### src/rtl/clb_cfg_loader.sv
// Serial configuration loader for the clb36 logic block.
// Hunts a preamble, shifts in a frame and commits it on a good ones-count checksum.
module clb_cfg_loader #(
    parameter int          CFG_W = 37,
    parameter logic [7:0]  PRE   = 8'hA5
) (
    input  logic             K,
    input  logic             RST,
    input  logic             DIN,
    input  logic             DEN,
    input  logic             PROG,
    output logic [CFG_W-1:0] CFG,
    output logic             CFG_VALID,
    output logic             BUSY,
    output logic             DONE,
    output logic             ERR
);

    localparam logic [CFG_W-1:0] CFG_RST  = CFG_W'(37'h0_380A_8116);
    localparam logic [5:0]       LAST_BIT = 6'(CFG_W - 1);

    typedef enum logic [1:0] {
        HUNT,
        DATA,
        SUM,
        CHECK
    } state_t;

    state_t           state;
    state_t           state_n;
    logic [7:0]       window;
    logic [7:0]       win_n;
    logic [CFG_W-1:0] shadow;
    logic [5:0]       cnt;
    logic [5:0]       ones;
    logic [7:0]       csum;
    logic             sum_ok;

    assign win_n  = {window[6:0], DIN};
    assign sum_ok = ({2'b00, ones} == csum);
    assign BUSY   = (state != HUNT);

    always_ff @(posedge K) begin
        if (RST) begin
            state <= HUNT;
        end else begin
            state <= state_n;
        end
    end

    always_comb begin
        state_n = state;
        unique case (state)
            HUNT: begin
                if (DEN && win_n == PRE) begin
                    state_n = DATA;
                end
            end
            DATA: begin
                if (DEN && cnt == LAST_BIT) begin
                    state_n = SUM;
                end
            end
            SUM: begin
                if (DEN && cnt == 6'd7) begin
                    state_n = CHECK;
                end
            end
            CHECK: begin
                state_n = HUNT;
            end
            default: begin
                state_n = HUNT;
            end
        endcase
        if (PROG) begin
            state_n = HUNT;
        end
    end

    always_ff @(posedge K) begin
        if (RST) begin
            window    <= '0;
            shadow    <= '0;
            cnt       <= '0;
            ones      <= '0;
            csum      <= '0;
            CFG       <= CFG_RST;
            CFG_VALID <= 1'b0;
            DONE      <= 1'b0;
            ERR       <= 1'b0;
        end else begin
            CFG_VALID <= 1'b0;
            if (PROG) begin
                // Abort wipes the frame in flight but keeps the committed config.
                window <= '0;
                shadow <= '0;
                cnt    <= '0;
                ones   <= '0;
                csum   <= '0;
                DONE   <= 1'b0;
                ERR    <= 1'b0;
            end else begin
                unique case (state)
                    HUNT: begin
                        if (DEN) begin
                            window <= win_n;
                            if (win_n == PRE) begin
                                shadow <= '0;
                                cnt    <= '0;
                                ones   <= '0;
                                csum   <= '0;
                                DONE   <= 1'b0;
                                ERR    <= 1'b0;
                            end
                        end
                    end
                    DATA: begin
                        if (DEN) begin
                            shadow <= {shadow[CFG_W-2:0], DIN};
                            ones   <= ones + 6'(DIN);
                            cnt    <= (cnt == LAST_BIT) ? 6'd0 : cnt + 6'd1;
                        end
                    end
                    SUM: begin
                        if (DEN) begin
                            csum <= {csum[6:0], DIN};
                            cnt  <= cnt + 6'd1;
                        end
                    end
                    CHECK: begin
                        window <= '0;
                        cnt    <= '0;
                        if (sum_ok) begin
                            CFG       <= shadow;
                            CFG_VALID <= 1'b1;
                            DONE      <= 1'b1;
                        end else begin
                            ERR <= 1'b1;
                        end
                    end
                    default: begin
                        window <= '0;
                    end
                endcase
            end
        end
    end

endmodule

### config.mk
export PLATFORM = sky130hd
export DESIGN_NAME = clb_cfg_loader
export DESIGN_NICKNAME = d
export VERILOG_FILES = /design/src/rtl/clb_cfg_loader.sv
export SDC_FILE = /design/constraint.sdc
export NUM_CORES = 1
export LEC_CHECK = 0
export CAP_MARGIN = 20
export CELL_PAD_IN_SITES_DETAIL_PLACEMENT = 0
export CELL_PAD_IN_SITES_GLOBAL_PLACEMENT = 1
export CORE_MARGIN = 8
export CORE_UTILIZATION = 43
export DETAILED_ROUTE_END_ITERATION = 12
export GPL_TIMING_DRIVEN = 0
export PLACE_DENSITY_LB_ADDON = 0.1
export SLEW_MARGIN = 25
export SYNTH_ARGS = -nofsm -noshare
export SYNTH_HDL_FRONTEND = slang
export SYNTH_SLANG_ARGS = --single-unit
export TNS_END_PERCENT = 1
### constraint.sdc
create_clock -name K -period 2.15 [get_ports K]
set_clock_uncertainty 0.1 [all_clocks]
set_input_delay 0.645 -clock K [delete_from_list [all_inputs] [get_ports K]]
set_output_delay 0.645 -clock K [all_outputs]
set_load 0.01 [all_outputs]
# Word level (Yosys, flattened, before mapping)
# Index checks and enable logic that the tools add are counted.
[op_classes]
n_bitwise = 2
n_eq_ne = 16
reduce_logical = 18
muxes = 29
addsub = 2
[op_table]
columns = ["cell", "n"]
rows = [
  ["$mux W37", 3],
  ["$pmux W37 S2", 1],
  ["$mux W6", 6],
  ["$mux W8", 3],
  ["$pmux W6 S4", 1],
  ["$reduce_and A4 Y1", 5],
  ["$ne A2 B2 Y1 const B", 9],
  ["$pmux W8 S2", 1],
  ["$pmux W7 S2", 1],
  ["$pmux W6 S2", 1],
  ["$eq A6 B8 Y1", 1],
  ["$eq A8 B8 Y1 const B", 1],
  ["$pmux W2 S4", 1],
  ["$reduce_bool A2 Y1", 4],
  ["$mux W7", 1],
  ["$add A6 B1 Y6", 1],
  ["$add A6 B1 Y6 const B", 1],
  ["$eq A6 B3 Y1 const B", 1],
  ["$eq A6 B6 Y1 const B", 1],
  ["$mux W2", 3],
  ["$reduce_and A3 Y1", 2],
  ["$mux W1", 5],
  ["$eq A2 B2 Y1 const B", 2],
  ["$pmux W1 S2", 2],
  ["other kinds (7)", 10],
]
[totals]
register_bits = 106
word_cells = 77
input_bits = 5
out_inout_bits = 41

# Longest topological paths before layout
[depth]
ltp_word = 4
mapped_depth = 7
mapped_depth_nobuf = 6

# Worst setup path after synthesis
# OpenSTA, ideal clock, no wires.
[synth_timing]
path_kind = "in2reg"
startpoint = "input port DEN"
endpoint = "register ones[5]"
setup_ns = 0.070
required_ns = 1.980
stages = 5
path_slack_ns = 0.201
arrival_time_ns = 1.778
path_buffers = 1
cell_sequence = "buf_2 and2_1 a32oi_4 or4_1 a21oi_1"
[synth_via]
elab_chain_cells = 2
word_cells_on_any_way = 3
classes_between = "2 x eq/ne; 1 x reduce/logical"
[synth_lines]
columns = ["item", "line_no", "rtl"]
rows = [
  ["from (decl)", "10", "input logic DEN,"],
  ["$ne A2 B2 Y1 (no line)", "-", ""],
  ["$reduce_and A4 Y1 (no line) *", "-", ""],
  ["to (signal assigned)", "121", "ones <= ones + 6'(DIN);"],
  ["to (decl)", "35", "logic [5:0] ones;"],
]
# Every way passes the cells marked *; elsewhere a longest branch is shown, timed or not.
# A chain may end at the register's enable or synchronous reset.

# Worst setup path in the final report
[layout_timing]
startpoint = "input port PROG"
endpoint = "register cnt[5]"
[layout_via]
elab_chain_cells = 1
[layout_lines]
columns = ["item", "line_no", "rtl"]
rows = [
  ["from (decl)", "11", "input logic PROG,"],
  ["$reduce_or A2 Y1 (no line)", "-", ""],
  ["to (signal assigned)", "122", "cnt <= (cnt == LAST_BIT) ? 6'd0 : cnt + 6'd1;"],
  ["to (signal assigned)", "128", "cnt <= cnt + 6'd1;"],
  ["to (decl)", "34", "logic [5:0] cnt;"],
]
# No other way between the ends.

==> impl_metrics.json <==
{
  "antenna_cells": 0,
  "ys_ff_latch": 106,
  "cap_violations": 0,
  "cp_max_fo": 7,
  "numPortBuffers": 44,
  "required_ns": 2.34,
  "start_util_pct": 44.3,
  "synth.top_cell.area_share_pct": 46.4,
  "tightest_slew_ns": 0.578,
  "ys_warn_count": 0,
  "ir_drop_v": 0.000293,
  "synth_area_sq_um": 4570,
  "grt_max_degree": 20,
  "drv_slew": 0,
  "fin_ws_ns": 0.0115,
  "netlist_top_cells_area": "dfxtp_1, mux2i_1, nand2b_1, nand2_1, a21oi_1",
  "crit_arrival_ns": 2.33,
  "routabilityCongestion": 0.787,
  "drtPass1Iterations": 4,
  "cts_max_level": 3,
  "setup_violations": 0,
  "r2r-start": "state[1]",
  "status": "finished, final reports clean",
  "vias": 3702,
  "drtIter0Drc": 179,
  "final_cells": 720,
  "cts_tree": "built",
  "r2r-end": "ones[5]",
  "leakage_nw": 1.74,
  "worstSetupEndpointType": "flip-flop",
  "nNetsFinal": 593,
  "hold_class": "flip-flop to flip-flop",
  "synth_cells": 521,
  "fill_cells": 987,
  "syn-num-nets": 535,
  "yosysTopAreaCell": "dfxtp_1",
  "hp-start": "shadow[15]",
  "drcViolationCount": 0,
  "synthArstFlopShare_pct": 0,
  "ctsHoldBuffers": 0,
  "core_sq_um": 10300,
  "layout_commonest_cell": "dfxtp_1",
  "wl_per_cell_um": 14.2,
  "reg2reg_depth": 6,
  "cts_buffers": 9,
  "yosysSeqAreaShare_pct": 46.4,
  "post-place-ws_ns": -0.689,
  "gr-total-overflow": 0,
  "drt_wl_total_mm": 10.2,
  "grt_use_total_pct": 14.6,
  "antenna_found_initial": 0,
  "die_y_um": 119,
  "die_area_sq_um": 14200,
  "holdPathStages": 2,
  "cts-root-buf": "clkbuf_8",
  "period_share_pct": 99.5,
  "hpwl_mm": 7.33,
  "max_freq_ghz": 0.468,
  "clockBufferDepth": 2,
  "final_cell_mix": "dfxtp_1, nand2_1, a21oi_1",
  "seqCellArea_sq_um": 2120,
  "start_kind": "primary input",
  "whs_endpoint": "shadow[16]",
  "powerDensity_nw_per_um2": 615,
  "clk_pin_slew_worst_paths_ns": 0.12,
  "totalPowerFinal_mw": 3.37,
  "synth-edff-count": 0,
  "r2r_setup_slack_ns": 0.14,
  "ys_dominant_reg_cell": "dfxtp_1",
  "layout-drive-gt1-share_pct": 9.59,
  "synthDistinctLibCells": 45,
  "vias_per_cell": 5.14,
  "hold_violations": 0,
  "clock_latency_ns": 0.37,
  "rsz0062_at_grt": "true",
  "clock_sinks": 106,
  "slew_headroom_pct": 61.3,
  "layout_min_cycle_time_ns": 2.14,
  "area_delta_synth_final_pct": 20.0,
  "io_pins": 46,
  "placed_cells": 701,
  "grt_pass1_vias": 3722,
  "ant_nets": 0,
  "dieWidth_um": 119,
  "syn_avg_cell_area_sq_um": 8.78,
  "grt_pass1_wl_mm": 17.6,
  "critical_path_class": "primary input to flip-flop",
  "num_rows": 37,
  "multiInputGateArea_sq_um": 2300
}
repair_timing:
item,in CTS,in global routing
endpoints found under the setup margin,64,88
buffers inserted,0,3
pin swaps,0,1
gates resized for setup,18,10
cells by family (layout without fill, tap and decap cells):
logic type	count (synthesis)	in the layout	share of synthesized area (%)
buffers and inverters	46	109	4.65
AND/OR/NAND/NOR	215	215	23.7
XOR/XNOR	6	6	1.15
AO/OA/AOI/OAI	99	99	12.9
adder cells (fa/ha/maj)	9	9	2.46
multiplexers	40	40	8.75
flip-flops	106	106	46.4
worst max-delay path by stage:
stage                     start    endpoint  slack, ns  cells after the start
after global routing       PROG      cnt[5]      -0.07                      6
after global placement      DIN  shadow[32]      -0.66                      7
after CTS                   RST      cnt[5]      -0.02                      6
after floorplan             DEN     ones[5]       0.20                      5
after detailed placement    DIN  shadow[31]      -0.69                      7
final                      PROG      cnt[5]       0.01                      6
sequential cells by signal (all words and copies together) (netlist names):
name	cells
CFG	37
shadow	37
csum	8
window	7
cnt	6
ones	6
state	2
CFG_VALID	1
DONE	1
ERR	1
per-layer routing:
layer  vias up  track usage [%]  wire length [um]
li1       1884                -                 -
met1      1765             17.6              4800
met2        40             25.8              4970
met3        13             2.65               335
met4         0             4.74               133
met5         -                0                 0
per-stage QoR:
step	cell area, sq um	utilization [%]	TNS, ns	hold slack (ns)
2_1_floorplan	4570	-	0	0.337
3_3_place_gp	5180	50.2	-47.42	0.342
3_5_place_dp	5180	50.2	-49.83	0.356
4_1_cts	5450	52.8	-0.0291	0.355
5_1_grt	5490	53.2	-0.167	0.394
6_report	5490	53.2	0	0.355
synth_stat cells (6+ instances only):
master	number
o21ai_0	11
dfxtp_1	106
nand2_1	86
clkbuf_1	17
nand2b_1	56
mux2i_1	40
nand4_1	11
nor3b_1	9
a21oi_1	60
xnor2_1	6
nor2_1	29
nand3_1	8
inv_1	12
buf_2	11
ha_1	9
layout make-up:
class | instances | area share (%)
Tap cell | 136 | 3.10
Inverter | 12 | 0.866
Clock inverter | 6 | 1.44
Clock buffer | 10 | 2.33
Buffer | 34 | 3.19
Timing Repair Buffer | 47 | 8.48
Multi-Input combinational cell | 369 | 41.9
Sequential cell | 106 | 38.7
critical path, cell delays in order:
cell	delay, ns
clkdlybuf4s50_1	0.47
or2_0	0.24
clkbuf_2	0.19
a211oi_4	0.35
nand2b_1	0.22
o22ai_1	0.21
report_power, final:
part           internal, mW  switching [mW]  total [mW]
registers              1.96        0.000470        1.96
clock network         0.567           0.734        1.30
logic                0.0383          0.0708       0.109
(Power assumes the default switching activity.)
